**config.mk**
```make
export PLATFORM = sky130hd
export DESIGN_NAME = line_raster_stream
export DESIGN_NICKNAME = d
export VERILOG_FILES = /design/src/rtl/line_raster_stream.sv
export SDC_FILE = /design/constraint.sdc
export NUM_CORES = 1
export LEC_CHECK = 0
export CAP_MARGIN = 20
export CORE_MARGIN = 8
export CORE_UTILIZATION = 32
export DETAILED_ROUTE_END_ITERATION = 10
export HOLD_SLACK_MARGIN = 0.05
export PLACE_DENSITY = 0.51
export REMOVE_ABC_BUFFERS = 1
export SETUP_SLACK_MARGIN = 0.3
export SYNTH_ARGS = -nofsm -noshare
export SYNTH_HDL_FRONTEND = slang
export SYNTH_SLANG_ARGS = --single-unit
```
**constraint.sdc**
```tcl
create_clock -name clk -period 6.47 [get_ports clk]
set_clock_uncertainty 0.15 [all_clocks]
set_input_delay 0.647 -clock clk [delete_from_list [all_inputs] [get_ports clk]]
set_output_delay 0.647 -clock clk [all_outputs]
set_load 0.03 [all_outputs]
```
**src/rtl/line_raster_stream.sv**
```systemverilog
// line_raster_stream: Bresenham line walker for all eight octants.
// Emits one pixel per accepted handshake on a valid/ready stream and
// holds no picture memory. Supports abort, pixel count and backpressure.
module line_raster_stream #(
    parameter int COORD_W = 8
) (
    input  logic               clk,
    input  logic               rst,
    input  logic               start,
    input  logic [COORD_W-1:0] x0,
    input  logic [COORD_W-1:0] y0,
    input  logic [COORD_W-1:0] x1,
    input  logic [COORD_W-1:0] y1,
    input  logic               abort,
    output logic               busy,
    output logic               pix_valid,
    input  logic               pix_ready,
    output logic [COORD_W-1:0] pix_x,
    output logic [COORD_W-1:0] pix_y,
    output logic               pix_last,
    output logic [COORD_W:0]   pix_count,
    output logic               done
);

    typedef enum logic [1:0] {
        S_IDLE  = 2'd0,
        S_SETUP = 2'd1,
        S_EMIT  = 2'd2,
        S_DONE  = 2'd3
    } state_t;

    state_t state_q, state_d;

    // Latched endpoints
    logic [COORD_W-1:0] x0_q, x0_d, y0_q, y0_d, x1_q, x1_d, y1_q, y1_d;
    // Current pixel
    logic [COORD_W-1:0] cx_q, cx_d, cy_q, cy_d;
    // Absolute deltas and step directions (1 = step towards smaller values)
    logic [COORD_W:0]   dx_q, dx_d, dy_q, dy_d;
    logic               sx_neg_q, sx_neg_d, sy_neg_q, sy_neg_d;
    // Bresenham error term; wide enough that 2*err never overflows
    logic signed [COORD_W+2:0] err_q, err_d;
    logic [COORD_W:0]   count_q, count_d;

    // Signed views of the deltas used in the error arithmetic
    logic signed [COORD_W+2:0] dx_s, dy_s, neg_dy_s, e2;
    logic                      at_end;
    logic                      handshake;

    assign dx_s      = signed'({2'b00, dx_q});
    assign dy_s      = signed'({2'b00, dy_q});
    assign neg_dy_s  = -dy_s;
    assign e2        = err_q <<< 1;
    assign at_end    = (cx_q == x1_q) && (cy_q == y1_q);
    assign handshake = (state_q == S_EMIT) && pix_ready;

    assign busy      = (state_q != S_IDLE);
    assign pix_valid = (state_q == S_EMIT);
    assign pix_x     = cx_q;
    assign pix_y     = cy_q;
    assign pix_last  = pix_valid && at_end;
    assign pix_count = count_q;
    assign done      = (state_q == S_DONE);

    // Next-state logic: setup of line parameters, stepping and abort handling
    always_comb begin
        state_d  = state_q;
        x0_d     = x0_q;
        y0_d     = y0_q;
        x1_d     = x1_q;
        y1_d     = y1_q;
        cx_d     = cx_q;
        cy_d     = cy_q;
        dx_d     = dx_q;
        dy_d     = dy_q;
        sx_neg_d = sx_neg_q;
        sy_neg_d = sy_neg_q;
        err_d    = err_q;
        count_d  = count_q;

        unique case (state_q)
            S_IDLE: begin
                if (start) begin
                    state_d = S_SETUP;
                    x0_d    = x0;
                    y0_d    = y0;
                    x1_d    = x1;
                    y1_d    = y1;
                    count_d = '0;
                end
            end

            S_SETUP: begin
                if (abort) begin
                    state_d = S_IDLE;
                end else begin
                    sx_neg_d = (x1_q < x0_q);
                    sy_neg_d = (y1_q < y0_q);
                    dx_d     = (x1_q >= x0_q) ? ({1'b0, x1_q} - {1'b0, x0_q})
                                              : ({1'b0, x0_q} - {1'b0, x1_q});
                    dy_d     = (y1_q >= y0_q) ? ({1'b0, y1_q} - {1'b0, y0_q})
                                              : ({1'b0, y0_q} - {1'b0, y1_q});
                    err_d    = signed'({2'b00, dx_d}) - signed'({2'b00, dy_d});
                    cx_d     = x0_q;
                    cy_d     = y0_q;
                    state_d  = S_EMIT;
                end
            end

            S_EMIT: begin
                // An accepted pixel counts even when abort arrives with it
                if (handshake) begin
                    count_d = count_q + 1'b1;
                end
                if (abort) begin
                    state_d = S_IDLE;
                end else if (handshake) begin
                    if (at_end) begin
                        state_d = S_DONE;
                    end else begin
                        // Both axis updates may apply in one step (diagonal)
                        if (e2 >= neg_dy_s) begin
                            err_d = err_d - dy_s;
                            cx_d  = sx_neg_q ? (cx_q - 1'b1) : (cx_q + 1'b1);
                        end
                        if (e2 <= dx_s) begin
                            err_d = err_d + dx_s;
                            cy_d  = sy_neg_q ? (cy_q - 1'b1) : (cy_q + 1'b1);
                        end
                    end
                end
            end

            S_DONE: begin
                state_d = S_IDLE;
            end

            default: begin
                state_d = S_IDLE;
            end
        endcase
    end

    // State and datapath registers; asynchronous reset clears everything
    always_ff @(posedge clk or posedge rst) begin
        if (rst) begin
            state_q  <= S_IDLE;
            x0_q     <= '0;
            y0_q     <= '0;
            x1_q     <= '0;
            y1_q     <= '0;
            cx_q     <= '0;
            cy_q     <= '0;
            dx_q     <= '0;
            dy_q     <= '0;
            sx_neg_q <= 1'b0;
            sy_neg_q <= 1'b0;
            err_q    <= '0;
            count_q  <= '0;
        end else begin
            state_q  <= state_d;
            x0_q     <= x0_d;
            y0_q     <= y0_d;
            x1_q     <= x1_d;
            y1_q     <= y1_d;
            cx_q     <= cx_d;
            cy_q     <= cy_d;
            dx_q     <= dx_d;
            dy_q     <= dy_d;
            sx_neg_q <= sx_neg_d;
            sy_neg_q <= sy_neg_d;
            err_q    <= err_d;
            count_q  <= count_d;
        end
    end

endmodule

```
# ---- Yosys cells after proc, flatten, opt, wreduce, memory -nomap -nowiden
# Cells that the tools add are included.
dict set report classes {
  addsub 13
  order_cmp 6
  eq_ne 14
  n_mux 36
  bitwise 1
  reduce_logical 14
}
# cell count
set ops {}
lappend ops {{$mux W11} 10}
lappend ops {{$mux W8} 12}
lappend ops {{$mux W9} 4}
lappend ops {{$sub A8 B8 Y9} 4}
lappend ops {{$pmux W8 S2} 2}
lappend ops {{$pmux W11 S2} 1}
lappend ops {{$pmux W9 S2} 1}
lappend ops {{$add A8 B1 Y8 const B} 2}
lappend ops {{$eq A8 B8 Y1} 2}
lappend ops {{$ge A8 B8 Y1} 2}
lappend ops {{$lt A8 B8 Y1} 2}
lappend ops {{$sub A8 B1 Y8 const B} 2}
lappend ops {{$reduce_and A6 Y1} 2}
lappend ops {{$add A11 B10 Y11} 1}
lappend ops {{$ge A11 B11 Y1} 1}
lappend ops {{$le A11 B10 Y1} 1}
lappend ops {{$neg A9 Y11} 1}
lappend ops {{$sub A11 B10 Y11} 1}
lappend ops {{$mux W2} 5}
lappend ops {{$sub A9 B9 Y10} 1}
lappend ops {{$add A9 B1 Y9 const B} 1}
lappend ops {{$ne A2 B2 Y1 const B} 4}
lappend ops {{$pmux W2 S4} 1}
lappend ops {{$ne A2 B1 Y1 const B} 3}
lappend ops {{other kinds (10)} 18}
dict set report totals {
  regBits 90
  input_bits 37
  output_inout_bits 29
}

# ---- Logic depth before layout (Yosys ltp)
dict set report depth {
  word_depth 13
  mapped_depth 23
  ltp_nobuf 21
}

# ---- Worst setup path after synthesis
# Ideal clock, no wire load.
dict set report synth_path {
  path_kind {flip-flop to flip-flop}
  from {register dy_q[2]}
  to {register err_q[9]}
  setup_ns 0.070
  arrival_time_ns 4.336
  t_required_ns 6.250
  setup_slack_ns 1.914
  stages_incl_launch_ff 21
  synth_period_minus_slack_ns 4.556
  cell_sequence {dfrtp_1 > nor4_1 > nand2_1 > nor3_1 > xnor2_1 > ha_1 > nand4_1 > or3_1 > o211ai_1 > o41a_1 > buf_4 > mux2_2 > ha_1 > a211oi_1 > nor2_1 > o31ai_1 > a21oi_1 > o221ai_1 > xnor2_1 > or3_1 > nand3_1}
}
dict set report synth_via {
  elab_chain_len 13
  elab_cells_between_ends 14
  classes_between {add/sub: 3; order compare: 1; mux: 10}
}
# element line_no
set synth_rtl {}
lappend synth_rtl {{start: declaration} 39} ;# logic [COORD_W:0] dx_q, dx_d, dy_q, dy_d;
lappend synth_rtl {{start signal: assignment} 169} ;# dy_q <= dy_d;
lappend synth_rtl {{$neg A9 Y11} 52} ;# assign neg_dy_s = -dy_s;
lappend synth_rtl {{$ge A11 B11 Y1} 122} ;# if (e2 >= neg_dy_s) begin
lappend synth_rtl {{$mux W11 *} 122}
lappend synth_rtl {{$mux W11 *} 118} ;# if (at_end) begin
lappend synth_rtl {{$mux W11 *} 117} ;# end else if (handshake) begin
lappend synth_rtl {{$mux W11 *} 115} ;# if (abort) begin
lappend synth_rtl {{$mux W11 *} 81} ;# unique case (state_q)
lappend synth_rtl {{$add A11 B10 Y11} 127} ;# err_d = err_d + dx_s;
lappend synth_rtl {{$mux W11 *} 126} ;# if (e2 <= dx_s) begin
lappend synth_rtl {{$mux W11 *} 118}
lappend synth_rtl {{$mux W11 *} 117}
lappend synth_rtl {{$mux W11 *} 115}
lappend synth_rtl {{$pmux W11 S2 *} 81}
lappend synth_rtl {{end signal: assignment} 172} ;# err_q <= err_d;
lappend synth_rtl {{end: declaration} 42} ;# logic signed [COORD_W+2:0] err_q, err_d;
# Every way passes the cells marked *; elsewhere a longest branch is shown, timed or not. The select of a mux whose other input is x is not followed.
# A chain may end at the register's enable or synchronous reset.

# ---- Worst setup path after layout
# Ends and elaborated chain as after synthesis.

==> impl_metrics.csv <==
group,metric,value,unit
cts,tritoncts_num_sinks,89,
yosys,synth-async-reset-ratio,1.00,
yosys,netlist_cell_types,70,
grt,grt_max_degree,76,
timing,finalSetupViolations,0,
die,start_util,0.325,
timing,worst_slew_margin_rel,0.432,
placement,hpwl,16600,um
yosys,postSynthAreaPerCell,8.45,um^2
worst_setup_path,worstSetupPathDepth,19,
timing,setup_tns,0,ns
worst_setup_path,required_worst_endpoint,6.61,ns
routing,route.vias.total,6376,
worst_setup_path,cpPeakStageDelay,0.54,ns
cts,tritoncts.num_buffers,9,
timing,fmax,190,MHz
cts,clk_root_buffer_cell,"clkbuf_16",
finish,instances_no_fill,1280,
routing,viasPerCell,4.98,
finish,antenna_cells_inserted,0,
placement,dpl.cell_count,1263,
worst_hold_path,timing.hold.worst.class,"reg -> reg",
worst_setup_path,setup.worst_path.start_class,"flop",
die,die-area,0.0290,mm^2
yosys,synth.yosys.warnings,0,
routing,wl,21200,um
flow_run,cap_viol_max_count,0,
routing,drt_pre_antenna_iters,5,
worst_setup_path,worst-r2r-cell-count,19,
timing,tightest_slew,0.850,ns
yosys,synth_ff_type,"dfrtp_1",
yosys,post_synth_edffs,0,
worst_setup_path,path_class,"reg -> reg",
run_status,run_status,"complete, no violations",
finish,flow.area_growth_from_synthesis,17.5,%
finish,fillerInstances,2445,
worst_setup_path,crit_path_max_fanout,10,
cts,cts.repair.resized,0,
worst_setup_path,timing.critical_path.to,"err_q[9]$_DFFE_PP0P_",
timing,setup_repair_after_global_routing_missed_its_margin,"false",
yosys,synth_top_cells_by_area,"dfrtp_1 29%, ha_1 15%, o21ai_0 5.2%",
yosys,yosys.area.top_type,"dfrtp_1",
worst_setup_path,critical_path.slowest_cell,"o41a_1",
worst_setup_path,worst-r2r-setup-slack,1.20,ns
finish,layout-drive-gt1-share,0.0583,
yosys,netlist_instances,900,
finish,final_nets,1093,
cts,cts_buffer_depth,2,
yosys,netlist_top_cells_count,"93 x nand2_1, 91 x ha_1, 89 x dfrtp_1, 79 x o21ai_0, 77 x inv_1",
routing,routedWlPerCell,16.5,um
worst_setup_path,path_delay_family,"simple AND/OR/NAND/NOR gates",
cts,cts_tree,"built",
die,die_h,170,um
worst_setup_path,critical_path_buf_inv_count,0,
cts,cts.reportedPaths.clkPinSlew,0.07,ns
timing,final_worst_path_period_share,0.815,
placement,gp_routability_congestion,0.827,
cts,clock_latency,0.35,ns
die,coreArea,0.0234,mm^2
worst_setup_path,crit_arrival,5.41,ns
yosys,sequential_cell_area_fraction_in_the_yosys_report,0.293,
timing,maxSlewViolCount,0,
cts,post-cts-setup-buffer-count,0,
yosys,yosys.cell_count.top_type,"nand2_1",
die,rows,56,
yosys,synthesis.area,0.00761,mm^2
worst_setup_path,path_cells,"nor4_1, nand2_1, nor3_1, xnor2_1, ha_1, nand4_1, or3_1, o211ai_1, o41a_1, mux2_2, ha_1, a211oi_1, nor2_1, o31ai_1, a21oi_1, o221ai_1, xnor2_1, or3_1, nand3_1",
grt,global_route.usage.total,0.151,
worst_setup_path,type_of_element_capturing_the_critical_path,"flop",
yosys,postSynthRegisterBits,89,
timing,finalHoldViolations,0,
cts,holdBufCountCts,0,
yosys,synth_top_cell_area_share,0.293,
die,die-width,170,um
worst_setup_path,critical_path.startpoint,"dy_q[2]$_DFFE_PP0P_",
grt,grt_pass1_vias,6541,
worst_setup_path,r2r_start,"dy_q[2]$_DFFE_PP0P_",
worst_setup_path,rr_endpoint,"err_q[9]$_DFFE_PP0P_",
die,ios,66,
grt,grt_remaining_overflow,0,
grt,global_route_wire_length_before_repair,34800,um
routing,postRouteAntennaNets,0,
timing,min_period,5.27,ns
cts,clock_tree.htree_level_count,3,
routing,detail_route.iter0.violations,254,
placement,io_buf_count,65,
grt,number_of_antenna_violations_at_the_first_check_in_global_routing,0,
routing,remaining_drc_errors,0,
## cell type report
type	instances	area, um^2	share of cell area
well taps	319	399	0.0447
inverters	78	294	0.0329
clock inverters	7	95.1	0.0106
flip-flops and latches	89	2230	0.249
multi-input cells	705	4960	0.556
clock buffers	9	225	0.0252
repair buffers	73	731	0.0818
## state kept, by name (all words and copies together), names as in the netlist
signal and cells:
sy_neg_q 1, pix_x 8, state_q 2, dy_q 9, x0_q 8, pix_y 8
y1_q 8, err_q 10, x1_q 8, sx_neg_q 1, pix_count 9, y0_q 8
dx_q 9
## per-layer routing
layer / global-route usage / wire length, um
met5: 0 / 0
met3: 0.0297 / 758
met4: 0.0301 / 174
met2: 0.249 / 9920
met1: 0.203 / 10300
## through the flow
step / hold slack, ns / setup WS (ns) / area (um^2) / utilization
global placement: 0.341 / 1.33 / 8590 / 0.367
CTS: 0.349 / 1.15 / 8910 / 0.381
detailed placement: 0.335 / 1.18 / 8590 / 0.367
global route: 0.397 / 0.786 / 8940 / 0.382
finish: 0.352 / 1.20 / 8940 / 0.382
floorplan: 0.294 / 1.62 / 7480 / -
## layout by cell type, fill, tap and decap left out, drive strengths merged, types with 6 or more instances in the layout
cell type / n
nor4: 8
nor2b: 17
xnor2: 33
a31oi: 9
fa: 9
nor2: 63
mux2i: 15
o31ai: 7
ha: 91
dfrtp: 89
o21ai: 99
inv: 76
mux2: 10
clkdlybuf4s50: 65
nand4: 8
nand2b: 9
or2: 6
nand2: 94
nand3: 17
buf: 8
a21oi: 66
a21o: 17
and2: 7
o21a: 6
xor2: 35
clkbuf: 9
nor3: 24
clkinv: 6
## cell families (layout without fill, tap and decap cells)
| logic type | count (synthesis) | in the layout | share of synthesized area |
|---|---|---|---|
| flops | 89 | 89 | 0.293 |
| buf+inv | 106 | 167 | 0.0554 |
| simple gates | 265 | 265 | 0.163 |
| mux | 25 | 25 | 0.0345 |
| fa+ha+maj | 100 | 100 | 0.173 |
| compound gates | 247 | 247 | 0.202 |
| xor+xnor | 68 | 68 | 0.0783 |
## how the worst min path moves through the flow
stage	start	to	slack (ns)	cells past startpoint
floorplan	state_q[0]$_DFFE_PP0P_	state_q[0]$_DFFE_PP0P_	0.29	1
global placement	state_q[0]$_DFFE_PP0P_	state_q[0]$_DFFE_PP0P_	0.34	1
detailed placement	state_q[0]$_DFFE_PP0P_	state_q[0]$_DFFE_PP0P_	0.34	1
CTS	state_q[0]$_DFFE_PP0P_	state_q[0]$_DFFE_PP0P_	0.35	1
global route	dy_q[3]$_DFFE_PP0P_	dy_q[3]$_DFFE_PP0P_	0.40	2
finish	state_q[0]$_DFFE_PP0P_	state_q[0]$_DFFE_PP0P_	0.35	1
Power is not shown: default switching activity piles up to over one toggle a cycle in this logic, so the estimate is an artifact.
